[config.mk]
export PLATFORM = sky130hd
export DESIGN_NAME = pattern_frame_loader
export DESIGN_NICKNAME = d
export VERILOG_FILES = /design/src/rtl/pattern_frame_loader.sv
export SDC_FILE = /design/constraint.sdc
export NUM_CORES = 1
export LEC_CHECK = 0
export CAP_MARGIN = 20
export CORE_AREA = 2 2 82 84
export CTS_BUF_LIST = sky130_fd_sc_hd__clkbuf_8
export CTS_CLUSTER_DIAMETER = 200
export DETAILED_ROUTE_END_ITERATION = 6
export DIE_AREA = 0 0 84 86
export PLACE_DENSITY = 0.8
export SETUP_SLACK_MARGIN = 0.3
export SYNTH_ARGS = -nofsm -noshare
export SYNTH_HDL_FRONTEND = slang
export SYNTH_SLANG_ARGS = --single-unit
export TNS_END_PERCENT = 5
[constraint.sdc]
create_clock -name CLOCK50M -period 2.85 [get_ports CLOCK50M]
set_input_delay 0.855 -clock CLOCK50M [delete_from_list [all_inputs] [get_ports CLOCK50M]]
set_output_delay 0.855 -clock CLOCK50M [all_outputs]
set_load 0.005 [all_outputs]
[src/rtl/pattern_frame_loader.sv]
// pattern_frame_loader
// Assembles {address, 10-bit timestamp, 8-bit pattern} records from a UART
// byte stream and hands each one to the pattern memory as a single-cycle
// write strobe.
//
// Frame: HEADER, {addr[1:0], 4 reserved bits, ts[9:8]}, ts[7:0], pattern
//        [, checksum = B1 ^ B2 ^ B3]
//
// Build option: define CHKSUM_EN to require and check the trailing XOR
// checksum byte. Without it, frames are four bytes long and an inter-byte
// timeout is the only error source.
module pattern_frame_loader #(
  parameter logic [7:0] HEADER         = 8'hA5,
  parameter int         TIMEOUT_CYCLES = 500000
) (
  input  logic        CLOCK50M,
  input  logic        reset,
  input  logic        rx_valid,
  input  logic [7:0]  rx_data,
  output logic        write,
  output logic [1:0]  address,
  output logic [17:0] pattern_with_timestamp,
  output logic        busy,
  output logic        err_pulse,
  output logic [15:0] frame_count,
  output logic [7:0]  err_count
);

  localparam int CW = (TIMEOUT_CYCLES > 2) ? $clog2(TIMEOUT_CYCLES) : 1;
  localparam logic [CW-1:0] TMO_LAST = CW'(TIMEOUT_CYCLES - 1);

  // Each working state names the frame byte it is waiting for:
  // HDR_OK waits for B1 (address and timestamp high bits), TS_LO for B2,
  // PAT for B3 and CSUM for the checksum byte.
  typedef enum logic [2:0] {
    IDLE   = 3'd0,
    HDR_OK = 3'd1,
    TS_LO  = 3'd2,
    PAT    = 3'd3,
    CSUM   = 3'd4
  } state_t;

  state_t         state;
  logic [CW-1:0]  tmo_cnt;
  logic [1:0]     addr_sh;
  logic [1:0]     ts_hi_sh;
  logic [7:0]     ts_lo_sh;
`ifdef CHKSUM_EN
  logic [7:0]     pat_sh;
  logic [7:0]     csum_acc;
`endif

  // Frame FSM, shadow capture, inter-byte timeout and all registered outputs.
  always_ff @(posedge CLOCK50M) begin
    if (reset) begin
      state                  <= IDLE;
      tmo_cnt                <= '0;
      addr_sh                <= 2'd0;
      ts_hi_sh               <= 2'd0;
      ts_lo_sh               <= 8'd0;
`ifdef CHKSUM_EN
      pat_sh                 <= 8'd0;
      csum_acc               <= 8'd0;
`endif
      write                  <= 1'b0;
      address                <= 2'd0;
      pattern_with_timestamp <= 18'd0;
      busy                   <= 1'b0;
      err_pulse              <= 1'b0;
      frame_count            <= 16'd0;
      err_count              <= 8'd0;
    end else begin
      write     <= 1'b0;
      err_pulse <= 1'b0;
      case (state)
        IDLE: begin
          tmo_cnt <= '0;
          // Anything other than the header is line noise between frames.
          if (rx_valid && (rx_data == HEADER)) begin
            state <= HDR_OK;
            busy  <= 1'b1;
          end else begin
            busy  <= 1'b0;
          end
        end
        default: begin
          if (rx_valid) begin
            // A byte always beats a coincident timeout expiry.
            tmo_cnt <= '0;
            case (state)
              HDR_OK: begin
                addr_sh  <= rx_data[7:6];
                ts_hi_sh <= rx_data[1:0];
`ifdef CHKSUM_EN
                csum_acc <= rx_data;
`endif
                state    <= TS_LO;
              end
              TS_LO: begin
                ts_lo_sh <= rx_data;
`ifdef CHKSUM_EN
                csum_acc <= csum_acc ^ rx_data;
`endif
                state    <= PAT;
              end
              PAT: begin
`ifdef CHKSUM_EN
                pat_sh   <= rx_data;
                csum_acc <= csum_acc ^ rx_data;
                state    <= CSUM;
`else
                write                  <= 1'b1;
                address                <= addr_sh;
                pattern_with_timestamp <= {ts_hi_sh, ts_lo_sh, rx_data};
                frame_count            <= frame_count + 16'd1;
                state                  <= IDLE;
                busy                   <= 1'b0;
`endif
              end
`ifdef CHKSUM_EN
              CSUM: begin
                state <= IDLE;
                busy  <= 1'b0;
                if (rx_data == csum_acc) begin
                  write                  <= 1'b1;
                  address                <= addr_sh;
                  pattern_with_timestamp <= {ts_hi_sh, ts_lo_sh, pat_sh};
                  frame_count            <= frame_count + 16'd1;
                end else begin
                  err_pulse <= 1'b1;
                  if (err_count != 8'hFF) begin
                    err_count <= err_count + 8'd1;
                  end else begin
                    err_count <= err_count;
                  end
                end
              end
`endif
              default: begin
                // Unreachable encodings recover to IDLE.
                state <= IDLE;
                busy  <= 1'b0;
              end
            endcase
          end else if (tmo_cnt == TMO_LAST) begin
            // Sender went quiet mid-frame: drop the partial frame.
            state     <= IDLE;
            busy      <= 1'b0;
            tmo_cnt   <= '0;
            err_pulse <= 1'b1;
            if (err_count != 8'hFF) begin
              err_count <= err_count + 8'd1;
            end else begin
              err_count <= err_count;
            end
          end else begin
            tmo_cnt <= tmo_cnt + CW'(1);
          end
        end
      endcase
    end
  end

endmodule

==> results of run 1 <==
cells in the mapped netlist, types with 8 or more instances:
library cell	count	area (um^2)
or3_1	8	50.05
xor2_1	14	122.6
nand2_1	70	262.8
nand3_1	26	130.1
o21ai_0	9	45.04
o31ai_1	11	82.58
clkbuf_1	17	63.81
inv_1	8	30.03
nor2_1	29	108.9
nand4_1	11	68.82
or4_1	11	82.58
dfxtp_1	80	1602
a21oi_1	51	255.2
power breakdown:
part           internal [mW]  switching, mW  total (mW)
logic                 0.0172         0.0242      0.0414
registers               1.12       0.000140        1.12
clock network          0.492          0.418       0.910
total                   1.63          0.442        2.07
layout by cell type (no fill, tap or decap), types with 5 or more instances in the layout:
| master | count |
|---|---|
| a21oi_1 | 51 |
| buf_4 | 10 |
| clkbuf_8 | 9 |
| clkdlybuf4s50_1 | 56 |
| dfxtp_1 | 80 |
| ha_1 | 7 |
| inv_1 | 8 |
| nand2_1 | 70 |
| nand3_1 | 26 |
| nand4_1 | 11 |
| nor2_1 | 29 |
| nor3_1 | 5 |
| o21ai_0 | 9 |
| o31ai_1 | 11 |
| or3_1 | 8 |
| or4_1 | 11 |
| xnor2_1 | 7 |
| xor2_1 | 14 |
critical path: stages:
cell and delay [ns]:
clkdlybuf4s50_1 0.45, or4b_2 0.69, o21ai_0 0.27, a21oi_1 0.11, a2111oi_1 0.35
final cells by class:
| cell class | count | area [um^2] |
|---|---|---|
| repair buffers | 67 | 640.6 |
| clock inverters | 7 | 96.34 |
| fillers | 520 | 2033 |
| well taps | 77 | 96.34 |
| multi-input cells | 292 | 1655 |
| flip-flops and latches | 80 | 1602 |
| inverters | 8 | 30.03 |
| clock buffers | 9 | 123.9 |
per-stage QoR:
stage | hold slack, ns | setup slack (ns)
after floorplan | 0.4297 | 0.6054
after global placement | 0.4394 | 0.08261
after detailed placement | 0.4465 | -0.007985
after CTS | 0.4545 | 0.3665
after global routing | 0.4813 | 0.2724
final | 0.4539 | 0.3519
per-layer routing:
metal	wire length, um	global-route usage
met1	3328	0.2644
met2	3507	0.3389
met3	281	0.03465
met4	173	0.1026
met5	0	0
registers in the layout, summed over array words and instances (netlist names):
name and count:
addr_sh 2, address 2, busy 1, err_count 8
err_pulse 1, frame_count 16, pattern_with_timestamp 18, state 2
tmo_cnt 19, ts_hi_sh 2, ts_lo_sh 8, write 1
logic make-up (layout without fill, tap and decap cells):
family	Yosys count	after routing	synth area share
XOR/XNOR	21	21	0.05481
AND/OR/NAND/NOR	185	185	0.2733
buffers and inverters	28	91	0.03206
multiplexers	2	2	0.006711
AO/OA/AOI/OAI	77	77	0.1298
flip-flops	80	80	0.4773
adder cells (fa/ha/maj)	7	7	0.02610
worst max path at each step:
stage                           from  slack [ns]  cells past startpoint               endpoint
final                     rx_data[3]        0.35                      5  state[0]$_SDFFE_PP0P_
after global routing      rx_data[3]        0.27                      5  state[0]$_SDFFE_PP0P_
after CTS                 rx_data[3]        0.37                      5  state[0]$_SDFFE_PP0P_
after detailed placement  rx_data[3]      -0.008                      5  state[0]$_SDFFE_PP0P_
after global placement    rx_data[3]        0.08                      5  state[0]$_SDFFE_PP0P_
after floorplan           rx_data[3]        0.61                      4  state[0]$_SDFFE_PP0P_
==> impl_results.md, run 1 <==
- Outcome: complete, no violations
- Initial DRC count: approximately 140
- R2R Setup Slk: about 0.40 ns
- # rows: 29
- Initial core utilization: 0.5346
- Layout Skew: 0.007010 ns
- First-pass GRT wire length: around 12000 um
- Setup violations, final: 0
- Synth Register Bits: 80
- Total Power: 2.068 mW
- Dpl cell area: around 4000 um^2
- Final hold vios: 0
- Synth Warn #: 0
- Setup crit end kind: register
- All-layer global routing usage: 0.2063
- Input/output buffers: 57
- Detail Route Antenna Nets: 0
- Total clock sinks: 80
- Minimum clock period: about 2.5 ns
- DIE AREA: around 7200 um^2
- Final HPWL DP: 5056 um
- GRT overflow: 0
- Non-filler cells in the finished layout: between 500 and 600
- Setup CP Type: in -> reg
- Routed len/inst: between 10 and 15 um
- IO Count: between 50 and 60
- Final #Nets: about 480
- Pwr Density: around 500 nW/um^2
- Layout cells sized above 1: 0.07127
- Fin area: about 4200 um^2
- Hold Path End: pattern_with_timestamp[11]$_SDFFE_PP0P_
- Number of global-route vias before repair: between 2000 and 3000
- R2r worst-path depth: 5
- Antenna cells: 0
- Hold Path Depth: 2
- Synthesized instance count: 400
- Initial antenna violation count: 0
- Cell Area, Synth: ~3400 um^2
- Syn Nets: about 420
- Post-route clock period utilization: 0.8765
- WP data arrival: roughly 2.7 ns
- Synth unique cells: 36
- CTS resizes: 0
- Setup Buffers After CTS: 0
- Clock slew at reported path FFs: about 0.09 ns
- Maximum fanout along the worst path: 3
- Worst rel slew slack: 0.5148
- CTS tree: yes
- Placed Cells: 524
- P_leak: 1.345 nW
- Drt drc: 0
- CTS max path bufs: 2
- Routability cong.: 0.8401
- R2r startpoint: tmo_cnt[10]$_SDFF_PP0_
- Die Span Y: 86 um
- Hold buffer count at cts: 0
- Post-synth EDFFs: 0
- Clock root buffer: clkbuf_8
- Hold_sp: ts_lo_sh[3]$_SDFFE_PP0P_
- Inserted Clock Buffers: 9
- Hold Path Class: reg -> reg
- Worst R2R End: err_count[5]$_SDFFE_PP0P_
- Area delta synth->final: 26.47%
- Via-per-instance ratio: 5.500
- Fin. max-slew vios: 0
- Max-cap violations: 0
- Final Util: 0.6761
- Syn avg cell area: 8.389 um^2
- WP data required: slightly above 3 ns
- Synth Flop Type: dfxtp_1
- Fraction of registers with async set/reset: 0
- Setup TNS: 0 ns
- Largest net degree at the start of global routing: 64
- Setup crit start kind: primary input
- Seq/Total Area, Yosys: 0.4773
- Total wire length: ~7300 um
- Peak Freq: 400.3 MHz
- Die width: 84 um
- VDD IR max: between 0.3 and 0.4 mV
- Clock insertion delay at the later pin of the skew report: 0.35 ns
- Core footprint: between 6000 and 7000 um^2
- Total number of vias: 2970
- RSZ-0062 raised after global routing: yes
- Actual slew at the worst max-slew pin: between 0.7 and 0.8 ns
- Router iterations before antenna repair: 4
- H-tree Lvls: 3
Power figures use the tool's default switching activity.
==> run 2: changes to the inputs <==
--- a/config.mk
+++ b/config.mk
@@ -10,4 +10,5 @@
 export CTS_BUF_LIST = sky130_fd_sc_hd__clkbuf_8
 export CTS_CLUSTER_DIAMETER = 200
+export CTS_CLUSTER_SIZE = 14
 export DETAILED_ROUTE_END_ITERATION = 6
 export DIE_AREA = 0 0 84 86
==> constraint.sdc (replaced) <==
create_clock -name CLOCK50M -period 2.85 [get_ports CLOCK50M]
set_input_delay 0.7125 -clock CLOCK50M [delete_from_list [all_inputs] [get_ports CLOCK50M]]
set_output_delay 0.7125 -clock CLOCK50M [all_outputs]
set_load 0.005 [all_outputs]
==> run 2 against run 1 <==
  * Die area stayed put
  * Register-to-register slack better by 0.09 ns
  * Combinational power is 4% lower
  * Clock-buffer cell count is 1 higher
  * Core utilization is 0.080 points higher
  * Total power is 4.1% higher
  * First-iteration DRC count is 6.6% higher
  * Sequential share of layout area hardly changed
  * Largest cell class unchanged
  * Sequential cell count stayed put
  * Final area is 0.12% higher
  * Setup slack better by 0.12 ns
  * Wire length is 1.0% higher
==> impl_results.md, run 2 (synthesis gave the netlist of run 1 again) <==
- Sw power: 0.4169 mW (-5.8%)
- Detail Route Antenna Nets: 0 (unchanged)
- Input/output buffers: 57 (unchanged)
- Setup CP Type: in -> reg
- Slowest CP cell: or4b_2
- # rows: 29 (unchanged)
- CTS tree: yes
- Die Span Y: 86 um (unchanged)
- Clock power share: 0.463 (+0.023)
- Largest regs: tmo_cnt x19, pattern_with_timestamp x18, frame_count x16
- Layout Skew: 0.008054 ns (+0.001044 ns)
- Switching Fraction: 0.1937 (-0.02022)
- Largest net degree at the start of global routing: 64 (unchanged)
- Die width: 84 um (unchanged)
- Via-per-instance ratio: 5.517 (+0.30%)
- Sequential Power Share: 0.519 (-0.021)
- CTS max path bufs: 2 (unchanged)
- Initial DRC count: 145 (+6.6%)
- Setup crit start kind: primary input
- Clock insertion delay at the later pin of the skew report: 0.34 ns (about the same)
- Router iterations before antenna repair: 5 (+1)
- Crit path max-delay family: simple AND/OR/NAND/NOR gates
- H-tree Lvls: 3 (unchanged)
- Antenna cells: 0 (unchanged)
- Total wire length: 7365 um (+1.0%)
- Most frequent cells in the layout: 80 x dfxtp_1, 70 x nand2_1, 56 x clkdlybuf4s50_1, 51 x a21oi_1, 29 x nor2_1
- All-layer global routing usage: 0.2041 (-0.002132)
- Setup Buffers After CTS: 0 (unchanged)
- Pwr Density: 506.6 nW/um^2 (+3.9%)
- Hold Path Class: reg -> reg
- Post-route clock period utilization: 0.8345 (-0.04208)
- Worst-path cell chain: clkdlybuf4s50_1 -> or4b_2 -> o21ai_0 -> a21oi_1 -> a2111oi_0
- Fill count: 511 (-1.7%)
- GRT overflow: 0 (unchanged)
- Area delta synth->final: 26.62%
- CTS resizes: 0 (unchanged)
- Setup crit end kind: register
- Setup violations, final: 0 (unchanged)
- IO Count: 58 (unchanged)
- Setup TNS: 0 ns (unchanged)
- Core footprint: 6277 um^2 (unchanged)
- Worst rel slew slack: 0.4189 (-0.09582)
- Final hold vios: 0 (unchanged)
- Initial core utilization: 0.5346 (unchanged)
- Total clock sinks: 80 (unchanged)
- Number of global-route vias before repair: 2767 (+6.0%)
- Maximum fanout along the worst path: 3 (unchanged)
- RSZ-0062 raised after global routing: no
- P_leak: 1.361 nW (+1.2%)
- Buf+Inv Stages, Crit Path: 1 (unchanged)
- DIE AREA: 7224 um^2 (unchanged)
- Initial antenna violation count: 0 (unchanged)
- First-pass GRT wire length: 12210 um (+1.8%)
- Max-cap violations: 0 (unchanged)
- Peak Freq: 420.5 MHz (+5.0%)
- Crit path largest cell delay: 0.71 ns (+0.02 ns)
- Internal Pwr Total: 1.736 mW (+6.7%)
- Fin. max-slew vios: 0 (unchanged)
- R2R Setup Slk: 0.49 ns (+0.09 ns)
- Logic pwr share: 0.019 (about the same)
- Hold_sp: pattern_with_timestamp[6]$_SDFFE_PP0P_
- Layout cells sized above 1: 0.06725 (-0.004029)
- Clock root buffer: clkbuf_8
- Commonest non-fill, non-tap cell in the layout: dfxtp_1
- Largest register by flop count: tmo_cnt
- Routability cong.: 0.8608 (+2.5%)
- Outcome: complete, no violations
- Final HPWL DP: 5059 um (about the same)
- Max FFs per register: 19 (unchanged)
- Final #Nets: 474 (-0.42%)
- Inserted Clock Buffers: 9 (unchanged)
- Routed len/inst: 13.69 um (+1.4%)
- Clock slew at reported path FFs: 0.08 ns (about the same)
- WP data required: 3.06 ns (-0.03 ns)
- Total number of vias: 2968 (-0.067%)
- Actual slew at the worst max-slew pin: 0.8678 ns (+0.1431 ns)
- Final Util: 0.6769 (+0.0007980)
- VDD IR max: 0.2952 mV (-25%)
- Minimum clock period: 2.378 ns (-0.1199 ns)
- Worst setup path start: rx_data[3]
- R2r startpoint: tmo_cnt[10]$_SDFF_PP0_
- WP data arrival: 2.59 ns (-0.15 ns)
- Drt drc: 0 (unchanged)
- Hold buffer count at cts: 0 (unchanged)
[run 2: changes by cell type in the layout (fill, tap and decap cells not counted)]
cell,previous run,this run
a2111oi_0,0,1
a2111oi_1,1,0
buf_4,10,8
bufinv_16,2,3
clkbuf_8,9,10
clkinvlp_4,3,0
inv_1,8,9
o21bai_2,0,1
o21bai_4,1,0
or4_1,11,10
or4_4,0,1
[run 2: path summary, 6_finish.rpt]
check                                                               to  cells after the start
worst min-delay path            pattern_with_timestamp[6]$_SDFFE_PP0P_                      2
worst max-delay path                             state[0]$_SDFFE_PP0P_                      5
worst min register to register  pattern_with_timestamp[6]$_SDFFE_PP0P_                      2
worst max register to register               err_count[7]$_SDFFE_PP0P_                      4
[run 2: tightest hold or removal path: stages (launching register included)]
cell,delay (ns)
dfxtp_1,0.31
nand2_1,0.05
a21oi_1,0.05
[run 2: through the flow]
| step | hold slack [ns] | power (mW) | instance area, um^2 | instances | worst slack (ns) |
|---|---|---|---|---|---|
| 2_1_floorplan | 0.4297 | 1.159 | 3356 | 400 | 0.6128 |
| 3_3_place_gp | 0.4386 | 1.182 | 4000 | 522 | 0.2283 |
| 3_5_place_dp | 0.4447 | 1.183 | 4000 | 522 | 0.1310 |
| 4_1_cts | 0.4555 | 2.169 | 4245 | 538 | 0.3373 |
| 5_1_grt | 0.4752 | 2.224 | 4249 | 538 | 0.3859 |
| 6_report | 0.4549 | 2.153 | 4249 | 538 | 0.4718 |
[run 2: power groups by stage]
| stage | combinational [mW] | sequential [mW] | clock, mW |
|---|---|---|---|
| 6_report | 0.0399 | 1.12 | 0.996 |
| 5_1_grt | 0.0437 | 1.12 | 1.06 |
| 4_1_cts | 0.0400 | 1.12 | 1.01 |
| 3_5_place_dp | 0.0398 | 1.14 | 0 |
| 3_3_place_gp | 0.0392 | 1.14 | 0 |
| 2_1_floorplan | 0.0157 | 1.14 | 0 |
[run 2: layout make-up]
class,instances,area [um^2],share of cell area
timing repair buffer,65,625.6,0.1472
tap,77,96.34,0.02267
multi-input combinational,292,1650,0.3884
clock inverter,6,107.6,0.02532
sequential,80,1602,0.3769
clock buffer,10,137.6,0.03239
inverter,8,30.03,0.007067
[run 2: metal layers]
metal,vias to the layer above,part of all wire,GRT usage
met3,7,0.039,0.04620
met4,0,0.0079,0.06158
met2,65,0.50,0.3636
met5,-,0,0
met1,1381,0.45,0.2470
li1,1515,-,-
==> run 3: changes to the inputs <==
- CORE_AREA: 2 2 82 84 -> 2 2 86 88
- DIE_AREA: 0 0 84 86 -> 0 0 88 90
- PLACE_DENSITY: 0.8 -> 0.77
- clock period: 2.85 -> 2.16 ns (I/O delays scaled with it)
==> run 3 against run 2 <==
  * The flow now finishes with violations (negative setup slack)
  * Die area grew 9.6%
  * Critical path depth is the same
  * Clock skew grew 0.0035 ns
  * Hold slack gained 0.0026 ns
  * Largest power group unchanged
  * Largest cell class unchanged
  * Critical path type is now reg -> reg
==> impl_results.md, run 3 (synthesis gave the netlist of run 1 again) <==
- Total number of vias: 3144 (+5.9%)
- GRT overflow: 0 (unchanged)
- Initial antenna violation count: 0 (unchanged)
- Crit path max-delay family: simple AND/OR/NAND/NOR gates
- Commonest non-fill, non-tap cell in the layout: nand2_1
- Detail Route Antenna Nets: 0 (unchanged)
- Worst rel slew slack: 0.6935 (+0.2746)
- Outcome: finished with violations
- Final HPWL DP: 5340 um (+5.6%)
- Max-cap violations: 0 (unchanged)
- Hold Path Class: reg -> reg
- Via-per-instance ratio: 5.329 (-3.4%)
- R2r worst-path depth: 5 (+1)
- Layout cells sized above 1: 0.1833 (+0.1161)
- Largest register by flop count: tmo_cnt
- Setup crit start kind: register
- P_leak: 1.543 nW (+13%)
- R2R Setup Slk: -0.07 ns (-0.56 ns)
- Largest regs: tmo_cnt x19, pattern_with_timestamp x18, frame_count x16
- # rows: 31 (+6.9%)
- Total wire length: 8044 um (+9.2%)
- Setup CP Type: reg -> reg
- Actual slew at the worst max-slew pin: 0.4583 ns (-0.4094 ns)
- Final WS setup: -0.07394 ns (-0.5458 ns)
- Final #Nets: 504 (+6.3%)
- Pwr Density: 592.8 nW/um^2 (+17%)
- Initial DRC count: 131 (-9.7%)
- CTS tree: yes
- CTS max path bufs: 2 (unchanged)
- Routability cong.: 0.7889 (-8.4%)
- Area delta synth->final: 37.88%
- Fin. max-slew vios: 0 (unchanged)
- Worst path depth: 5 (unchanged)
- WP data required: 2.40 ns (-0.66 ns)
- Peak Freq: 447.6 MHz
- Drt drc: 0 (unchanged)
- Post-route clock period utilization: 1.034
- Most frequent cells in the layout: 70 x nand2_1, 67 x dfxtp_1, 55 x clkdlybuf4s50_1, 49 x a21oi_1, 33 x buf_4
- Inserted Clock Buffers: 9 (unchanged)
- H-tree Lvls: 3 (unchanged)
- IO Count: 58 (unchanged)
- Router iterations before antenna repair: 4 (-1)
- Layout Skew: 0.01154 ns (+0.003484 ns)
- RSZ-0062 raised after global routing: yes
- Buf+Inv Stages, Crit Path: 1 (unchanged)
- Core footprint: 7020 um^2 (+12%)
- All-layer global routing usage: 0.2059 (+0.001814)
- Worst-path cell chain: or4b_1 -> or4_4 -> buf_8 -> nor4_4 -> mux2_4
- Clock root buffer: clkbuf_8
- Clock slew at reported path FFs: 0.07 ns (about the same)
- Setup crit end kind: register
- Input/output buffers: 57 (unchanged)
- Crit path largest cell delay: 0.53 ns (-0.18 ns)
- Total clock sinks: 80 (unchanged)
- Antenna cells: 0 (unchanged)
- R2r startpoint: tmo_cnt[9]$_SDFF_PP0_
- Final hold vios: 0 (unchanged)
- Routed len/inst: 13.63 um (-0.41%)
- Max FFs per register: 19 (unchanged)
- First-pass GRT wire length: 13110 um (+7.3%)
- Initial core utilization: 0.4780 (-0.05659)
- Largest net degree at the start of global routing: 42 (-34%)
- Min Hold Slack: 0.4576 ns (+0.002626 ns)
- Minimum clock period: between 2 and 2.5 ns
- VDD IR max: 0.3826 mV (+30%)
- Worst R2R End: err_count[5]$_SDFFE_PP0P_
- WP data arrival: 2.48 ns (-0.11 ns)
- Setup TNS: -0.1862 ns (-0.1862 ns)
- Number of global-route vias before repair: 2831 (+2.3%)
- Maximum fanout along the worst path: 10 (+7)
- Clock insertion delay at the later pin of the skew report: 0.36 ns (+0.02 ns)
- Slowest CP cell: or4b_1
- Die width: 88 um (+4.8%)
- Failing checks: negative setup slack
- Die Span Y: 90 um (+4.7%)
- Hold_sp: ts_lo_sh[1]$_SDFFE_PP0P_
- DIE AREA: 7920 um^2 (+9.6%)
- Setup violations, final: 7 (+7)
- Hold Path Depth: 2 (unchanged)
- Hold Path End: ts_lo_sh[1]$_SDFFE_PP0P_
[run 3: cell count changes in the layout (fill, tap and decap cells not counted), sizes merged]
cell / change
clkinv: +1
dlygate4sd2: +1
buf: +30
inv: -1
clkdlybuf4s50: -1
bufinv: -1
clkinvlp: +1
[run 3: worst reg2reg max path, delay by kind of cell, from the launching register on]
family	cells	cell delay, ns
flops	1	0.32
buf+inv	1	0.16
simple gates	3	1.33
mux	1	0.32
[run 3: report_power, final]
| group | internal [mW] | total [mW] | switching [mW] |
|---|---|---|---|
| logic | 0.0305 | 0.0649 | 0.0344 |
| registers | 1.47 | 1.47 | 0.000213 |
| clock network | 0.676 | 1.21 | 0.531 |
[run 3: worst max path at each step]
stage | to | start
2_1_floorplan | err_count[5]$_SDFFE_PP0P_ | tmo_cnt[7]$_SDFF_PP0_
3_3_place_gp | state[0]$_SDFFE_PP0P_ | rx_data[5]
3_5_place_dp | state[0]$_SDFFE_PP0P_ | rx_data[5]
4_1_cts | err_count[5]$_SDFFE_PP0P_ | tmo_cnt[9]$_SDFF_PP0_
5_1_grt | err_count[5]$_SDFFE_PP0P_ | tmo_cnt[9]$_SDFF_PP0_
6_report | err_count[5]$_SDFFE_PP0P_ | tmo_cnt[9]$_SDFF_PP0_
[run 3: area by class of cell]
type | count | area [um^2]
Fill cell | 553 | 2394
Multi-Input combinational cell | 292 | 1747
Sequential cell | 80 | 1623
Timing Repair Buffer | 95 | 880.8
Clock buffer | 10 | 137.6
Tap cell | 99 | 123.9
Clock inverter | 6 | 82.58
Inverter | 8 | 32.53
[run 3: repair_timing]
item | in CTS | in global routing
pin swaps | 10 | 5
cloned | 0 | 0
hold buffers | 0 | 0
endpoints found under the setup margin | 35 | 50
gates resized for setup | 17 | 24
buffers inserted | 1 | 0
[run 3: per-layer routing]
metal,part of all wire,GRT usage,up-vias
li1,-,-,1588
met1,0.45,0.2683,1463
met3,0.035,0.04683,12
met2,0.50,0.3314,81
met4,0.016,0.07308,0
met5,0,0,-
[run 3: per-stage QoR]
stage / instance area, um^2 / instances / util / setup WS, ns / power (mW)
after CTS: 4561 / 590 / 0.6496 / -0.07961 / 2.760
after global routing: 4627 / 590 / 0.6591 / -0.1035 / 2.835
after floorplan: 3377 / 400 / - / -0.02333 / 1.529
after detailed placement: 4273 / 573 / 0.6086 / -0.3212 / 1.572
after global placement: 4273 / 573 / 0.6086 / -0.3215 / 1.572
final: 4627 / 590 / 0.6591 / -0.07394 / 2.743
